## config.mk

```make
export PLATFORM = sky130hd
export DESIGN_NAME = i_decode
export DESIGN_NICKNAME = d
export VERILOG_FILES = /design/src/rtl/i_decode.sv
export SDC_FILE = /design/constraint.sdc
export NUM_CORES = 1
export LEC_CHECK = 0
export ABC_AREA = 1
export CAP_MARGIN = 30
export CORE_MARGIN = 3
export CORE_UTILIZATION = 50
export CTS_CLUSTER_DIAMETER = 40
export DETAILED_ROUTE_END_ITERATION = 7
export PLACE_DENSITY = 0.67
export SLEW_MARGIN = 5
export SYNTH_ARGS = -nofsm -noshare
export SYNTH_HDL_FRONTEND = slang
export SYNTH_SLANG_ARGS = --single-unit
```

## constraint.sdc

```tcl
create_clock -name clk -period 7.35 [get_ports clk]
set_input_delay 1.47 -clock clk [delete_from_list [all_inputs] [get_ports clk]]
set_output_delay 1.47 -clock clk [all_outputs]
set_load 0.01 [all_outputs]
```

## src/rtl/i_decode.sv

```systemverilog
// ---------------------------------------------------------------------------
// i_decode
//
// Instruction decode stage. Holds a 16 x 32-bit register file (no hardwired
// zero register), reads the two source operands named by the incoming
// instruction, classifies the opcode and captures everything into a single
// decode register that downstream stages consume. Also counts how many
// microcode instructions have been decoded.
//
// Ports
//   clk                  rising-edge clock for all state
//   rst                  synchronous active-high reset
//   filteredInstruction  instruction from fetch (normal or microcode)
//   programCounter       PC belonging to filteredInstruction
//   ucode_flag           1 = instruction comes from the microcode ROM
//   stall                downstream not ready, hold the decode register
//   flush                taken branch resolved in execute, kill decode
//   wb_en/wb_rd/wb_data  register-file write port from writeback
//   dec_valid            decode register holds a live instruction
//   dec_opcode/rd/rs     instruction fields [31:25], [24:21], [20:17]
//   dec_rd_val/rs_val    register-file contents of rd and rs
//   dec_imm              sign-extended instruction bits [15:0]
//   dec_pc               captured programCounter
//   dec_is_branch        opcode is the branch (B) class
//   dec_is_nop           opcode is the NOP class
//   dec_writes_rd        instruction writes its rd register
//   dec_ucode            captured ucode_flag
//   ucode_count          saturating count of decoded microcode instructions
// ---------------------------------------------------------------------------
module i_decode (
  input  logic        clk,
  input  logic        rst,
  input  logic [31:0] filteredInstruction,
  input  logic [31:0] programCounter,
  input  logic        ucode_flag,
  input  logic        stall,
  input  logic        flush,
  input  logic        wb_en,
  input  logic [3:0]  wb_rd,
  input  logic [31:0] wb_data,
  output logic        dec_valid,
  output logic [6:0]  dec_opcode,
  output logic [3:0]  dec_rd,
  output logic [3:0]  dec_rs,
  output logic [31:0] dec_rd_val,
  output logic [31:0] dec_rs_val,
  output logic [31:0] dec_imm,
  output logic [31:0] dec_pc,
  output logic        dec_is_branch,
  output logic        dec_is_nop,
  output logic        dec_writes_rd,
  output logic        dec_ucode,
  output logic [15:0] ucode_count
);

  logic [31:0] regs [16];

  logic [6:0]  opcode;
  logic [3:0]  rd_idx;
  logic [3:0]  rs_idx;
  logic [31:0] rd_read;
  logic [31:0] rs_read;
  logic [31:0] imm_ext;
  logic        is_branch;
  logic        is_nop;
  logic        writes_rd;
  logic        capture;

  assign opcode  = filteredInstruction[31:25];
  assign rd_idx  = filteredInstruction[24:21];
  assign rs_idx  = filteredInstruction[20:17];
  assign imm_ext = {{16{filteredInstruction[15]}}, filteredInstruction[15:0]};
  assign capture = !flush && !stall;

  // Operand reads are combinational. A writeback landing on the same index
  // in this cycle is forwarded so the decode register never captures a
  // value that is one write stale.
  always_comb begin
    rd_read = regs[rd_idx];
    rs_read = regs[rs_idx];
    if (wb_en && (wb_rd == rd_idx)) rd_read = wb_data;
    if (wb_en && (wb_rd == rs_idx)) rs_read = wb_data;
  end

  // Opcode classification. Opcodes with [6:5]=11 are the control group
  // and never write rd; everything else, including the multiply opcodes
  // that should only arrive from microcode, is treated as a plain writer.
  always_comb begin
    is_branch = (opcode[6:5] == 2'b11) && (opcode[3:0] == 4'b0000);
    is_nop    = (opcode[6:5] == 2'b11) && (opcode[3:0] == 4'b0010);
    writes_rd = (opcode[6:5] != 2'b11);
  end

  // Register file. Writeback is accepted every cycle independent of
  // stall/flush because it belongs to an older instruction already past
  // this stage; only reset overrides it.
  always_ff @(posedge clk) begin
    if (rst) begin
      for (int i = 0; i < 16; i++) regs[i] <= '0;
    end else if (wb_en) begin
      regs[wb_rd] <= wb_data;
    end
  end

  // Decode register. Flush wins over stall and only has to kill validity
  // and the class flags; the remaining fields are ignored by consumers
  // while dec_valid is low, so they are simply left as they were. A stall
  // holds every field, including the operand values, so a later writeback
  // to a source register cannot alter an instruction already decoded.
  always_ff @(posedge clk) begin
    if (rst) begin
      dec_valid     <= 1'b0;
      dec_opcode    <= '0;
      dec_rd        <= '0;
      dec_rs        <= '0;
      dec_rd_val    <= '0;
      dec_rs_val    <= '0;
      dec_imm       <= '0;
      dec_pc        <= '0;
      dec_is_branch <= 1'b0;
      dec_is_nop    <= 1'b0;
      dec_writes_rd <= 1'b0;
      dec_ucode     <= 1'b0;
    end else if (flush) begin
      dec_valid     <= 1'b0;
      dec_is_branch <= 1'b0;
      dec_is_nop    <= 1'b0;
      dec_writes_rd <= 1'b0;
      dec_ucode     <= 1'b0;
    end else if (!stall) begin
      dec_valid     <= 1'b1;
      dec_opcode    <= opcode;
      dec_rd        <= rd_idx;
      dec_rs        <= rs_idx;
      dec_rd_val    <= rd_read;
      dec_rs_val    <= rs_read;
      dec_imm       <= imm_ext;
      dec_pc        <= programCounter;
      dec_is_branch <= is_branch;
      dec_is_nop    <= is_nop;
      dec_writes_rd <= writes_rd;
      dec_ucode     <= ucode_flag;
    end
  end

  // Microcode counter. It only advances on a real capture of a microcode
  // instruction and sticks at all-ones instead of wrapping back to zero.
  always_ff @(posedge clk) begin
    if (rst) begin
      ucode_count <= '0;
    end else if (capture && ucode_flag && (ucode_count != 16'hFFFF)) begin
      ucode_count <= ucode_count + 16'd1;
    end
  end

endmodule

```

==> impl_metrics.ini, run 1 <==
[cells_and_area]
drive_gt1_share_pct = 6.75
final_cell_mix = nand2_1 (907), nor2_1 (713), nand3_1 (675)
postLayoutCoreUtil_pct = 60.4
layout.nets = 4607
stdcell_count = 5524
area_growth_pct = 18.9
final_common_cell = nand2_1
fillers = 6035

[worst_setup_path]
reg2reg_slack_ns = 5.27
reg2reg_from = ucode_count[0]
cp-start-kind = primary input
crit_buf_inv = 4
cpMostUsedCell = nand2_2
end_kind = flop
endpoint = regs[1][22]
path_cells = clkdlybuf4s50_1 -> inv_4 -> nand2_2 -> nor3_1 -> nand2_2 -> buf_4 -> nand2_2 -> buf_4
critical_path_arrival_ns = 5.40
critical_path.startpoint = rst
crit_path_max_incr_delay_ns = 0.79
r2r-end = ucode_count[6]
critical_path_class = in -> reg
crit_family = buffers and inverters
crit_path_max_fanout = 55
required_ns = 7.70
r2r.worst_path.cells = 11
critical_path_cell_count = 8
cp_slowest_cell = nand2_2

[clocking]
insertion_delay_ns = 0.68
clk_pin_slew_worst_paths_ns = 0.05
hold_buffers = 0
tritoncts = yes
htreeDepth = 3
post_cts_resized = 0
postCtsSetupRepairBufs = 0
cts.sinks = 660
clockRootBuffer = clkbuf_16
clockBufferDepth = 3
cts_buffers = 109

[floorplanning]
coreArea_um2 = 68900
num_rows = 96
dieArea_um2 = 73300
start_util_pct = 50.8
die_h_um = 271
die_w_um = 271
ios = 270

[placed_design]
hpwl_mm = 74.6
port_buffers = 268
dp.cells = 5317
gp_congestion = 0.906

[sta]
worst_pin_slew_ns = 1.05
setup_violations = 0
finalHoldViolCount = 0
period_share_pct = 68.8
clock_skew_ns = 0.0269
finalSetupTns_ns = 0
min_period_ns = 5.06
slew_violations = 0
slew_headroom_pct = 30.0
timing.fmax_mhz = 198
rsz0062_at_grt = false

[synth]
synth_top_area_share_pct = 43.9
yosysTopAreaCell = edfxtp_1
avgSynthCellArea_um2 = 7.92
synthesis.nets = 4529
ys_ff_latch = 660
synth-seq-area-share_pct = 52.3
yosysWarningCount = 0
synth.distinct_cells = 32
synthCells = 4422
syn_area_um2 = 35000
synth_area_leaders = edfxtp_1 (44%), nand2_1 (10%), nand3_1 (9.6%)

[global_route]
grt_max_degree = 184
overflow = 0
antenna_found_initial = 2
grt.total_usage_pct = 34.1
grt_pass1_vias = 29700
grt_first_pass_wirelength_mm = 188

[route]
routed_via_density = 5.80
wirelength_mm = 127
drc = 0
wl_per_cell_um = 23.1
vias = 32100
drtIter0Drc = 4509
final_antenna_net_count = 0
firstDrtPassIters = 6

[flow_run]
max-cap-violations = 0

[outcome]
status = finished, final reports clean

[power_and_ir_drop]
p_leak_nw = 17.7
ir_drop_uv = 195
powerDensity_nw_per_um2 = 259

[hold_path]
hold_class = reg -> reg
worst min-delay path, cell delays in order, from the launching register on:
cell and delay (ns):
dfxtp_1 0.31, nand2_1 0.06, a21oi_1 0.06
power breakdown:
| group | leakage (nW) | switching [mW] | internal (mW) |
|---|---|---|---|
| Combinational | 9.77 | 0.886 | 0.413 |
| Clock | 1.78 | 1.90 | 3.25 |
| Sequential | 6.10 | 0.0899 | 4.24 |
how the worst min path moves through the flow:
stage,start,end,cells past startpoint
floorplan,dec_ucode,dec_ucode,2
global placement,dec_ucode,dec_ucode,2
detailed placement,dec_is_nop,dec_is_nop,2
CTS,dec_is_nop,dec_is_nop,2
global route,dec_is_nop,dec_is_nop,2
finish,dec_is_nop,dec_is_nop,2
cell usage after synthesis, drive strengths merged:
cell type	instances
nand2	943
nor2	714
nand3	675
edfxtp	512
inv	455
buf	227
o211ai	185
o21ai	182
dfxtp	148
clkbuf	137
a21oi	134
clkinv	33
o21bai	29
or2	16
nor3	10
xor2	9
xnor2	4
nor3b	2
o22ai	2
a211oi	1
a31oi	1
ha	1
nand3b	1
nand4	1
metal layers:
layer | GRT usage [%] | wire, um
met5 | 0 | 0
met2 | 51.5 | 56100
met4 | 17.5 | 6990
met1 | 47.2 | 50100
met3 | 5.88 | 14200
stage by stage:
| stage | area [um2] | hold slack (ns) | total power, mW | setup slack [ns] |
|---|---|---|---|---|
| 2_1_floorplan | 35000 | 0.481 | 5.12 | 3.96 |
| 3_3_place_gp | 37700 | 0.457 | 5.62 | 1.78 |
| 3_5_place_dp | 37900 | 0.460 | 5.66 | 1.71 |
| 4_1_cts | 41600 | 0.467 | 10.8 | 2.40 |
| 5_1_grt | 41700 | 0.491 | 11.1 | 2.23 |
| 6_report | 41700 | 0.468 | 10.8 | 2.29 |
area by class of cell:
cell class                      instances  area [um2]  area share, %
Antenna cell                            1        2.50        0.00601
Inverter                              488        1850           4.43
Clock buffer                          126        2800           6.73
Sequential cell                       660       18300           44.0
Timing Repair Buffer                  331        3370           8.10
Clock inverter                         77         915           2.20
Multi-Input combinational cell       2910       13200           31.7
Tap cell                              931        1160           2.80
state kept, by name, indices dropped and copies added (netlist names):
name and cells:
dec_writes_rd 1, dec_rd 4, dec_valid 1, dec_ucode 1
dec_is_branch 1, dec_rs_val 32, dec_opcode 7, dec_is_nop 1
dec_rs 4, dec_imm 16, ucode_count 16, dec_pc 32
regs 512, dec_rd_val 32
kinds of logic after synthesis:
kind of cell / after synthesis / synth area share (%)
and+or+nand+nor: 2362 / 28.0
xor gates and xnor gates: 13 / 0.325
AOI/OAI and AO/OA: 534 / 9.17
adders and majority gates: 1 / 0.0357
DFF: 660 / 52.3
buffers and inverters: 852 / 10.2
Power figures use the tool's default switching activity.
==> run 2, diff against run 1 <==
clock period = 5.1 ns   (was 7.35 ns; I/O delays follow)
==> run 2 against run 1 <==
Final cell count is 0.40% higher. Non-clock buffer count is 15 higher. Critical path depth is 1 lower. First-iteration DRC count is 3.5% lower. Global-route usage is 0.14 points higher. Wire length is 1.3% higher. Sequential share of layout area is 0.35 points lower. Setup slack worse by 0.64 ns. Clock skew is 0.0081 ns lower. Cell area is 0.79% higher. Critical endpoint is now regs[11][20]. Largest power group unchanged.
==> impl_metrics.ini, run 2 (synthesis gave the netlist of run 1 again) <==
[cells_and_area]
drive_gt1_share_pct = 7.52
layout.nets = 4623
postLayoutCoreUtil_pct = 60.9
final_cell_mix = nand2_1 (907), nor2_1 (713), nand3_1 (675)
final_common_cell = nand2_1
area_growth_pct = 19.9
largest_reg_flops = 512
regMostFlops = regs
fillers = 5935

[power_and_ir_drop]
clock_power_share_pct = 49.5
seq_power_share_pct = 38.7
ir_drop_uv = 285
powerDensity_nw_per_um2 = 383
p_leak_nw = 17.8
intPower_mw = 11.8
power_switching_mw = 4.30
total_power_mw = 16.1
combPwrFrac_pct = 11.8
switching_share_pct = 26.7

[global_route]
grt_max_degree = 223
grt_first_pass_wirelength_mm = 189
grt.total_usage_pct = 34.2
overflow = 0
antenna_found_initial = 3
grt_pass1_vias = 30100

[flow_run]
max-cap-violations = 0

[floorplanning]
die_h_um = 271
die_w_um = 271
dieArea_um2 = 73300
coreArea_um2 = 68900
ios = 270
start_util_pct = 50.8
num_rows = 96

[route]
drc = 0
final_antenna_net_count = 0
wirelength_mm = 129
vias = 32500
wl_per_cell_um = 23.3
routed_via_density = 5.87
drtIter0Drc = 4352
firstDrtPassIters = 5

[hold_path]
hold_depth = 2
min-delay-start = dec_ucode
hold_class = reg -> reg
worstHoldEndpoint = dec_ucode

[worst_setup_path]
critical_path_class = in -> reg
r2r.worst_path.cells = 11
end_kind = flop
cp-start-kind = primary input
crit_path_max_fanout = 26
reg2reg_from = ucode_count[0]
critical_path_arrival_ns = 3.73
reg2reg_slack_ns = 3.03
required_ns = 5.39
r2r-end = ucode_count[6]

[clocking]
cts.sinks = 660
clk_pin_slew_worst_paths_ns = 0.05
cts_buffers = 110
tritoncts = yes
post_cts_resized = 0
postCtsSetupRepairBufs = 0
htreeDepth = 3
insertion_delay_ns = 0.68
hold_buffers = 0
clockBufferDepth = 3
clockRootBuffer = clkbuf_16

[sta]
slew_violations = 0
worst_pin_slew_ns = 1.15
min_period_ns = 3.44
slew_headroom_pct = 23.2
setup_violations = 0
finalWorstSetupSlack_ns = 1.66
period_share_pct = 67.5
finalSetupTns_ns = 0
finalHoldViolCount = 0
clock_skew_ns = 0.0189
timing.fmax_mhz = 291
rsz0062_at_grt = false

[outcome]
status = finished, final reports clean

[placed_design]
port_buffers = 268
gp_congestion = 0.895
post-place-ws_ns = 1.10
hpwl_mm = 73.3
## run 2: worst max-delay path: stages
cell             delay (ns)
clkdlybuf4s50_1        0.77
inv_4                  0.17
nand2_2                0.18
nor3_1                 0.59
nand2_2                0.12
nand2_2                0.26
buf_4                  0.59
## run 2: worst max-delay path by stage
stage                         to  from  slack, ns
floorplan             regs[0][0]   rst       2.16
global placement    regs[11][13]   rst       1.16
global route        regs[11][20]   rst       1.61
CTS                 regs[11][20]   rst       1.81
detailed placement  regs[11][20]   rst       1.10
finish              regs[11][20]   rst       1.66
## run 2: cell type report
class / instances / area (um2) / area share [%]
clock buffers: 122 / 2950 / 7.02
multi-input cells: 2910 / 13200 / 31.5
well taps: 931 / 1160 / 2.77
repair buffers: 346 / 3400 / 8.10
flip-flops and latches: 660 / 18300 / 43.7
inverters: 488 / 1850 / 4.39
clock inverters: 88 / 1070 / 2.55
diodes: 1 / 2.50 / 0.00596
## run 2: through the flow
stage	std cells	instance area, um2	hold slack, ns
6_report	5546	42000	0.463
5_1_grt	5545	42000	0.501
4_1_cts	5543	41900	0.457
3_5_place_dp	5333	37900	0.450
3_3_place_gp	5333	37900	0.447
2_1_floorplan	4422	35000	0.481
## run 2: power groups by stage
stage	Combinational, mW	Clock (mW)	Sequential [mW]
4_1_cts	1.86	7.99	6.22
2_1_floorplan	1.05	0	6.34
5_1_grt	2.03	8.25	6.25
6_report	1.90	7.97	6.23
3_3_place_gp	1.83	0	6.31
3_5_place_dp	1.84	0	6.32
## run 2: layer usage
metal	part of all wire, %	global-route usage, %	up-vias	wire [um]
met5	0.021	0	-	27
met4	6.6	21.1	4	8560
met3	12	7.17	482	15000
met2	44	51.4	2113	56400
met1	38	45.4	15200	49100
li1	-	-	14700	-
